===== src/rtl/bus_rr_arbit.sv =====
// 4-master round-robin bus arbiter with bounded tenure; optional m_lock via BUS_ARBIT_LOCK_EN.
// Latency: registered grant visible one cycle after the request is sampled.
// Backpressure: none; an owner keeps the bus until release or tenure expiry (lock extends it).
module bus_rr_arbit #(
    parameter int MAX_TENURE = 8,
    parameter int CNT_W      = 3
) (
    input  logic       clk,
    input  logic       reset,
    input  logic [3:0] m_req,
`ifdef BUS_ARBIT_LOCK_EN
    input  logic [3:0] m_lock,
`endif
    output logic [3:0] m_grant,
    output logic [1:0] grant_id,
    output logic       bus_busy,
    output logic       handover
);

    typedef enum logic {
        IDLE  = 1'b0,
        GRANT = 1'b1
    } state_t;

    localparam logic [CNT_W-1:0] CNT_MAX = CNT_W'(MAX_TENURE - 1);
    localparam logic [CNT_W-1:0] CNT_ONE = CNT_W'(1);

    state_t           state_q, state_d;
    logic [3:0]       grant_q, grant_d;
    logic [1:0]       id_q, id_d;
    logic [1:0]       last_q, last_d;
    logic [CNT_W-1:0] cnt_q, cnt_d;
    logic             handover_q, handover_d;

    logic             own_req;
    logic             lock_hold;
    logic [2:0]       pick_all;
    logic [2:0]       pick_oth;

    // Returns {found, index}; scans last+1 .. last+4 so the previous owner ranks lowest.
    function automatic logic [2:0] rr_pick(input logic [3:0] req, input logic [1:0] last);
        logic [2:0] res;
        logic [1:0] idx;
        res = 3'b000;
        for (int k = 4; k >= 1; k--) begin
            idx = last + 2'(k);
            if (req[idx]) begin
                res = {1'b1, idx};
            end
        end
        return res;
    endfunction

    assign own_req  = |(m_req & grant_q);
`ifdef BUS_ARBIT_LOCK_EN
    assign lock_hold = |(m_req & m_lock & grant_q);
`else
    assign lock_hold = 1'b0;
`endif
    assign pick_all = rr_pick(m_req, last_q);
    // Masking the owner out makes expiry rotate away from it when anyone else waits.
    assign pick_oth = rr_pick(m_req & ~grant_q, last_q);

    always_comb begin
        state_d    = state_q;
        grant_d    = grant_q;
        id_d       = id_q;
        last_d     = last_q;
        cnt_d      = cnt_q;
        handover_d = 1'b0;
        case (state_q)
            IDLE: begin
                if (pick_all[2]) begin
                    state_d = GRANT;
                    id_d    = pick_all[1:0];
                    last_d  = pick_all[1:0];
                    grant_d = 4'b0001 << pick_all[1:0];
                    cnt_d   = '0;
                end
            end
            GRANT: begin
                if (own_req && (cnt_q < CNT_MAX)) begin
                    cnt_d = cnt_q + CNT_ONE;
                end else if (own_req && lock_hold) begin
                    cnt_d = CNT_MAX;
                end else if (pick_oth[2]) begin
                    id_d       = pick_oth[1:0];
                    last_d     = pick_oth[1:0];
                    grant_d    = 4'b0001 << pick_oth[1:0];
                    cnt_d      = '0;
                    handover_d = 1'b1;
                end else if (own_req) begin
                    cnt_d = '0;
                end else begin
                    state_d = IDLE;
                    grant_d = 4'b0000;
                    cnt_d   = '0;
                end
            end
            default: begin
                state_d = IDLE;
                grant_d = 4'b0000;
                cnt_d   = '0;
            end
        endcase
    end

    always_ff @(posedge clk) begin
        if (reset) begin
            state_q    <= IDLE;
            grant_q    <= 4'b0000;
            id_q       <= 2'd0;
            last_q     <= 2'd3;
            cnt_q      <= '0;
            handover_q <= 1'b0;
        end else begin
            state_q    <= state_d;
            grant_q    <= grant_d;
            id_q       <= id_d;
            last_q     <= last_d;
            cnt_q      <= cnt_d;
            handover_q <= handover_d;
        end
    end

    assign m_grant  = grant_q;
    assign grant_id = id_q;
    assign bus_busy = (state_q == GRANT);
    assign handover = handover_q;

endmodule


===== config.mk =====
export PLATFORM = sky130hd
export DESIGN_NAME = bus_rr_arbit
export DESIGN_NICKNAME = d
export VERILOG_FILES = /design/src/rtl/bus_rr_arbit.sv
export SDC_FILE = /design/constraint.sdc
export NUM_CORES = 1
export LEC_CHECK = 0
export ABC_CLOCK_PERIOD_IN_PS = 3250
export CORE_MARGIN = 5
export CORE_UTILIZATION = 55
export CTS_BUF_LIST = sky130_fd_sc_hd__clkbuf_8
export CTS_CLUSTER_DIAMETER = 30
export DETAILED_ROUTE_END_ITERATION = 16
export PLACE_DENSITY = 0.81
export REMOVE_ABC_BUFFERS = 1
export SLEW_MARGIN = 20
export SYNTH_ARGS = -nofsm -noshare
export SYNTH_HDL_FRONTEND = slang
export SYNTH_SLANG_ARGS = --single-unit
export TNS_END_PERCENT = 1

===== constraint.sdc =====
create_clock -name clk -period 3.25 [get_ports clk]
set_clock_uncertainty 0.1 [all_clocks]
set_input_delay 0.65 -clock clk [delete_from_list [all_inputs] [get_ports clk]]
set_output_delay 0.65 -clock clk [all_outputs]
set_load 0.005 [all_outputs]

==> results of run 1 <==
final timing paths:
check / startpoint / end / slack (ns) / cells after the start
setup / recovery: m_req[1] / m_grant[2]$_SDFFE_PP0P_ / 0.83 / 6
hold / removal: grant_id[0]$_SDFFE_PP0P_ / grant_id[0]$_SDFFE_PP0P_ / 0.37 / 2
setup reg to reg: last_q[1]$_SDFFE_PP1P_ / m_grant[3]$_SDFFE_PP0P_ / 1.32 / 5
hold reg to reg: grant_id[0]$_SDFFE_PP0P_ / grant_id[0]$_SDFFE_PP0P_ / 0.37 / 2
per-stage QoR:
stage          setup WS [ns]  utilization [%]  hold slack [ns]  instances  total power (uW)
6_report               0.825             66.0            0.370        134               618
3_3_place_gp           0.592             63.3            0.358        130               475
5_1_grt                0.671             66.0            0.403        134               661
4_1_cts                0.833             66.0            0.372        134               622
2_1_floorplan           1.35                -            0.347        100               392
3_5_place_dp           0.582             63.3            0.361        130               478
power groups by stage:
stage          logic, uW  clock network (uW)  registers, uW
2_1_floorplan        171                   0            221
4_1_cts              250                 145            226
6_report             251                 140            227
3_3_place_gp         247                   0            228
3_5_place_dp         249                   0            229
5_1_grt              273                 155            232
cell usage in the layout, fill, tap and decap left out, types with 2 or more instances in the layout:
cell / Yosys / routed
nand3_1: 2 / 2
clkbuf_8: 0 / 3
and3_1: 2 / 2
and2b_1: 2 / 2
dfxtp_1: 13 / 13
a221oi_1: 3 / 3
nand3b_1: 3 / 3
a21oi_1: 5 / 5
nand2b_1: 8 / 8
mux2i_1: 2 / 2
o21ai_0: 4 / 4
o21bai_1: 3 / 3
nor4_2: 2 / 2
nor3b_1: 2 / 2
and2b_4: 2 / 2
clkdlybuf4s50_1: 0 / 13
nor3_1: 4 / 4
nor2_1: 13 / 13
nand2_1: 3 / 3
kinds of logic after synthesis:
logic type               count (synthesis)  share of synthesized area, %
AND/OR/NAND/NOR                         50                          33.8
flip-flops                              13                          27.6
buffers and inverters                    5                          3.98
multiplexers                             2                          2.12
adder cells (fa/ha/maj)                  1                          1.33
AO/OA/AOI/OAI                           34                          31.2
worst min-delay path, delay by kind of cell (launching register included):
kind	cells	cell delay [ns]
AO/OA/AOI/OAI	1	0.05
flip-flops	1	0.31
AND/OR/NAND/NOR	1	0.06
state kept, by name, indices dropped and copies added, names as in the netlist:
| register | count |
|---|---|
| bus_busy | 1 |
| cnt_q | 3 |
| grant_id | 2 |
| handover | 1 |
| last_q | 2 |
| m_grant | 4 |
layer usage:
| layer | up-vias | global-route usage [%] |
|---|---|---|
| li1 | 429 | - |
| met1 | 403 | 22.3 |
| met2 | 25 | 26.9 |
| met3 | 7 | 3.21 |
| met4 | 0 | 13.1 |
| met5 | - | 0 |
layout make-up:
cell class | count | area, um^2 | area share, %
multi-input cells | 87 | 646 | 58.6
repair buffers | 13 | 130 | 11.8
well taps | 17 | 21.3 | 1.93
clock inverters | 1 | 3.75 | 0.341
clock buffers | 3 | 41.3 | 3.75
flip-flops and latches | 13 | 260 | 23.6
==> run_results.csv, run 1 <==
group,metric,value,unit
timing,relSlewSlack,68.3,%
worst_setup_path,required,3.26,ns
pwr,p_leak,0.000424,uW
floorplan,start_util,56.5,%
pwr,seq_power_share,36.7,%
floorplan,fp.dieH,51.4,um
yosys,synthDominantCellAreaShare,27.6,%
final_layout,fill_cells,139,
drt,routed_wl,2070,um
final_layout,final_area,1100,um^2
drt,wl_per_cell,15.4,um
yosys,synth_area_leaders,"dfxtp_1 (28%), nand2b_1 (5.3%), nor2_1 (5.2%)",
yosys,syn_area_per_cell,8.98,um^2
clock_tree,clkSinkCount,13,
drt,drc,0,
pwr,pwr-share-comb,40.7,%
timing,tightest_slew,0.473,ns
timing,hold_viol,0,
drt,drt_first_pass_iters,4,
timing,finalMaxSlewViolations,0,
clock_tree,htree_num_levels,1,
drt,top_layer,"met4",
drt,dr_wl_met2,933,um
clock_tree,cts_buffer_depth,2,
worst_setup_path,worst_setup_path_end_kind,"flip-flop",
worst_setup_path,critPathMaxStageDelay,0.68,ns
placement,io_buffers,13,
pwr,p_int,406,uW
grt,grt_max_degree,14,
worst_setup_path,cp_top_family,"buffers and inverters",
floorplan,row_count,15,
worst_setup_path,path_class,"in -> reg",
clock_tree,clkLatencyLatePin,0.24,ns
worst_setup_path,cp-start-kind,"primary input",
floorplan,num_io_pins,14,
job,maxCapViolCount,0,
yosys,async_flop_share,0,%
worst_setup_path,cp_common_cell,"nor3_1",
floorplan,fp.dieW,51.4,um
drt,wl_met1,973,um
run_status,status,"finished, final reports clean",
yosys,synth_edf_count,0,
drt,vias_per_cell,6.45,
pwr,vdd_ir_drop_max,0.413,mV
drt,vias,864,
grt,grt_usage,17.8,%
worst_setup_path,crit_buf_inv,1,
timing,period_needed,2.42,ns
yosys,ys_warn_count,0,
floorplan,core_area,1670,um^2
worst_setup_path,crit_arrival,2.43,ns
placement,hpwl,1540,um
worst_setup_path,crit_fanout,10,
yosys,synth_common_cells,"dfxtp_1 (13), nor2_1 (13), nand2b_1 (8), a21oi_1 (5)",
final_layout,num-nets-final,125,
timing,timing.final.crit_share,74.6,%
placement,place_area,1060,um^2
placement,gp_congestion,0.876,
yosys,ys.flop_type,"dfxtp_1",
yosys,synth.largest_area_cell,"dfxtp_1",
pwr,clkPwrFrac,22.6,%
yosys,synth_cell_types,47,
final_layout,area_growth_syn_to_layout,16.8,%
grt,grt_pass1_wl,3500,um
grt,grt.overflow.total,0,
clock_tree,cts-resized-gates,0,
pwr,switching_share,34.3,%
timing,fmax,0.412,GHz
clock_tree,cts_tree,"built",
timing,final.setup.tns,0,ns
worst_setup_path,path_cells,"clkdlybuf4s50_1 > or3b_1 > o221ai_1 > nor3_1 > a221oi_1 > nor3_1",
final_layout,drive_gt1_share,15.4,%
worst_setup_path,slowest_stage,"clkdlybuf4s50_1",
pwr,p_switching,212,uW
clock_tree,clk_pin_slew_worst_paths,0.05,ns
pwr,power_density,560,nW/um^2
grt,antenna_found_initial,0,
yosys,synth_seq_cells,13,
drt,antenna_left,0,
yosys,synth_seq_area_share,27.6,%
worst_hold_path,min_path_type,"reg -> reg",
drt,drtIter0Drc,22,
grt,grt_pass1_vias,790,
clock_tree,hold_buffers,0,
clock_tree,clockRootBuffer,"clkbuf_8",
final_layout,num_antenna_cells,0,
clock_tree,post_cts_buffers,0,
yosys,synth_area,943,um^2
floorplan,die_area,2640,um^2
drt,wl_met3,104,um
timing,setup_viol,0,
yosys,syn_inst,105,
clock_tree,cts_made_buffers,3,
timing,rsz0062_at_grt,"no",
(Power assumes the default switching activity.)
==> inputs of run 2 (changes only) <==
--- a/config.mk
+++ b/config.mk
@@ -5,13 +5,13 @@
 export SDC_FILE = /design/constraint.sdc
 export NUM_CORES = 1
 export LEC_CHECK = 0
-export ABC_CLOCK_PERIOD_IN_PS = 3250
+export ABC_CLOCK_PERIOD_IN_PS = 2200
 export CORE_MARGIN = 5
-export CORE_UTILIZATION = 55
+export CORE_UTILIZATION = 50
 export CTS_BUF_LIST = sky130_fd_sc_hd__clkbuf_8
 export CTS_CLUSTER_DIAMETER = 30
 export DETAILED_ROUTE_END_ITERATION = 16
-export PLACE_DENSITY = 0.81
+export PLACE_DENSITY = 0.77
 export REMOVE_ABC_BUFFERS = 1
 export SLEW_MARGIN = 20
 export SYNTH_ARGS = -nofsm -noshare
==> constraint.sdc (replaced) <==
create_clock -name clk -period 2.2 [get_ports clk]
set_clock_uncertainty 0.1 [all_clocks]
set_input_delay 0.44 -clock clk [delete_from_list [all_inputs] [get_ports clk]]
set_output_delay 0.44 -clock clk [all_outputs]
set_load 0.005 [all_outputs]
==> run 2 against run 1 <==
Net effect:
- first-iteration DRC count up 18%
- sequential cell count unchanged
- setup slack worse by 0.73 ns
- count of clock-buffer cells in the layout unchanged
- global-route usage up 1.9 points
- die area up 8.0%
- register-to-register slack worse by 0.92 ns
- sequential power up 46%
- design area up 11%
- critical path depth up 1
- sequential share of layout area down 2.4 points
- largest power group unchanged
- highest routed layer unchanged
==> run_results.csv, run 2 (synthesis gave the netlist of run 1 again) <==
group,metric,value,unit
drt,vias_per_cell,5.87,
final_layout,post-route-util,69.5,%
grt,grt_usage,19.7,%
timing,rsz0062_at_grt,"yes",
worst_setup_path,path_class,"in -> reg",
pwr,vdd_ir_drop_max,0.685,mV
job,maxCapViolCount,0,
clock_tree,htree_num_levels,1,
clock_tree,cts_tree,"built",
floorplan,die_area,2860,um^2
clock_tree,clkLatencyLatePin,0.24,ns
pwr,power_density,783,nW/um^2
floorplan,row_count,15,
clock_tree,cts_buffer_depth,2,
placement,gp_congestion,0.848,
drt,drt_first_pass_iters,4,
worst_setup_path,slowest_stage,"clkdlybuf4s50_1",
timing,finalMaxSlewViolations,0,
grt,antenna_found_initial,0,
grt,grt.overflow.total,0,
clock_tree,post_cts_buffers,0,
clock_tree,clk_pin_slew_worst_paths,0.05,ns
grt,grt_pass1_wl,4110,um
drt,wl_per_cell,15.4,um
timing,timing.hold.ws,0.364,ns
floorplan,num_io_pins,14,
pwr,p_leak,0.000503,uW
timing,setup_viol,0,
timing,hold_viol,0,
final_layout,final_cell_mix,"buf_4 (14), nor2_1 (13), dfxtp_1 (13), clkdlybuf4s50_1 (12), nand2b_1 (8)",
final_layout,final_common_cell,"buf_4",
worst_setup_path,crit_start,"m_req[1]",
clock_tree,clockRootBuffer,"clkbuf_8",
pwr,power.total,960,uW
worst_setup_path,r2r-start,"last_q[1]$_SDFFE_PP1P_",
final_layout,drive_gt1_share,25.2,%
floorplan,fp.dieW,53.4,um
placement,hpwl,1900,um
clock_tree,cts_made_buffers,3,
timing,timing.final.crit_share,95.9,%
floorplan,start_util,53.5,%
worst_setup_path,cp-start-kind,"primary input",
worst_setup_path,worst_setup_path_end_kind,"flip-flop",
drt,drtIter0Drc,26,
timing,tightest_slew,0.443,ns
placement,io_buffers,13,
final_layout,area_growth_syn_to_layout,30.0,%
drt,drc,0,
worst_setup_path,crit_arrival,2.13,ns
run_status,status,"finished, final reports clean",
worst_hold_path,min_path_type,"reg -> reg",
worst_setup_path,crit_fanout,5,
grt,grt_pass1_vias,936,
floorplan,core_area,1760,um^2
clock_tree,clkSinkCount,13,
worst_setup_path,critPathMaxStageDelay,0.44,ns
final_layout,num-nets-final,139,
clock_tree,cts-resized-gates,0,
final_layout,largest_register_ffs,4,
worst_setup_path,required,2.22,ns
final_layout,num_antenna_cells,0,
timing,relSlewSlack,70.4,%
timing,period_needed,2.11,ns
worst_hold_path,min_from,"grant_id[0]$_SDFFE_PP0P_",
floorplan,fp.dieH,53.4,um
clock_tree,hold_buffers,0,
drt,antenna_left,0,
drt,routed_wl,2400,um
drt,vias,915,
timing,fmax,0.474,GHz
grt,grt_max_degree,14,
worst_setup_path,path_cells,"clkdlybuf4s50_1 > buf_4 > a22o_4 > o21a_4 > a221o_1 > nor3_2 > o21bai_1",
timing,setup_slack,0.0904,ns
placement,place_ws,-0.169,ns
run 2: cell count changes in the layout (fill, tap and decap cells not counted):
cell and change:
a31oi_1 -1, a31oi_2 +1, buf_4 +14, clkdlybuf4s50_1 -1
dlymetal6s2s_1 +1
run 2: critical path: cells and delay by family:
family / cells / cell delay (ns)
buffers and inverters: 2 / 0.60
AND/OR/NAND/NOR: 1 / 0.17
AO/OA/AOI/OAI: 4 / 0.92
run 2: worst paths after layout:
kind	end	slack (ns)	cells past startpoint
max	last_q[1]$_SDFFE_PP1P_	0.09	7
min	grant_id[0]$_SDFFE_PP0P_	0.36	2
max reg2reg	m_grant[0]$_SDFFE_PP0P_	0.40	5
min reg2reg	grant_id[0]$_SDFFE_PP0P_	0.36	2
run 2: area by class of cell:
type	count	area [um^2]
multi-input combinational	87	652
fill	162	538
sequential	13	260
timing repair buffer	27	238
clock buffer	3	41.3
tap	25	31.3
clock inverter	1	3.75
run 2: per-layer routing:
layer	wire, um	vias to the layer above	global-route usage, %
met1	1080	426	24.5
met2	1170	30	30.6
met4	39	0	12.8
met5	0	-	0
li1	-	455	-
met3	114	4	3.66
run 2: power by group:
group / switching [uW] / total (uW) / internal [uW]
clock: 77.1 / 200 / 123
sequential: 57.0 / 332 / 275
combinational: 193 / 429 / 236
run 2: metrics by stage:
stage	instance area, um^2	setup TNS (ns)	instances
floorplan	906	0	100
global route	1230	-0.00823	156
global placement	1170	-0.880	152
detailed placement	1170	-1.11	152
CTS	1220	0	156
finish	1230	0	156
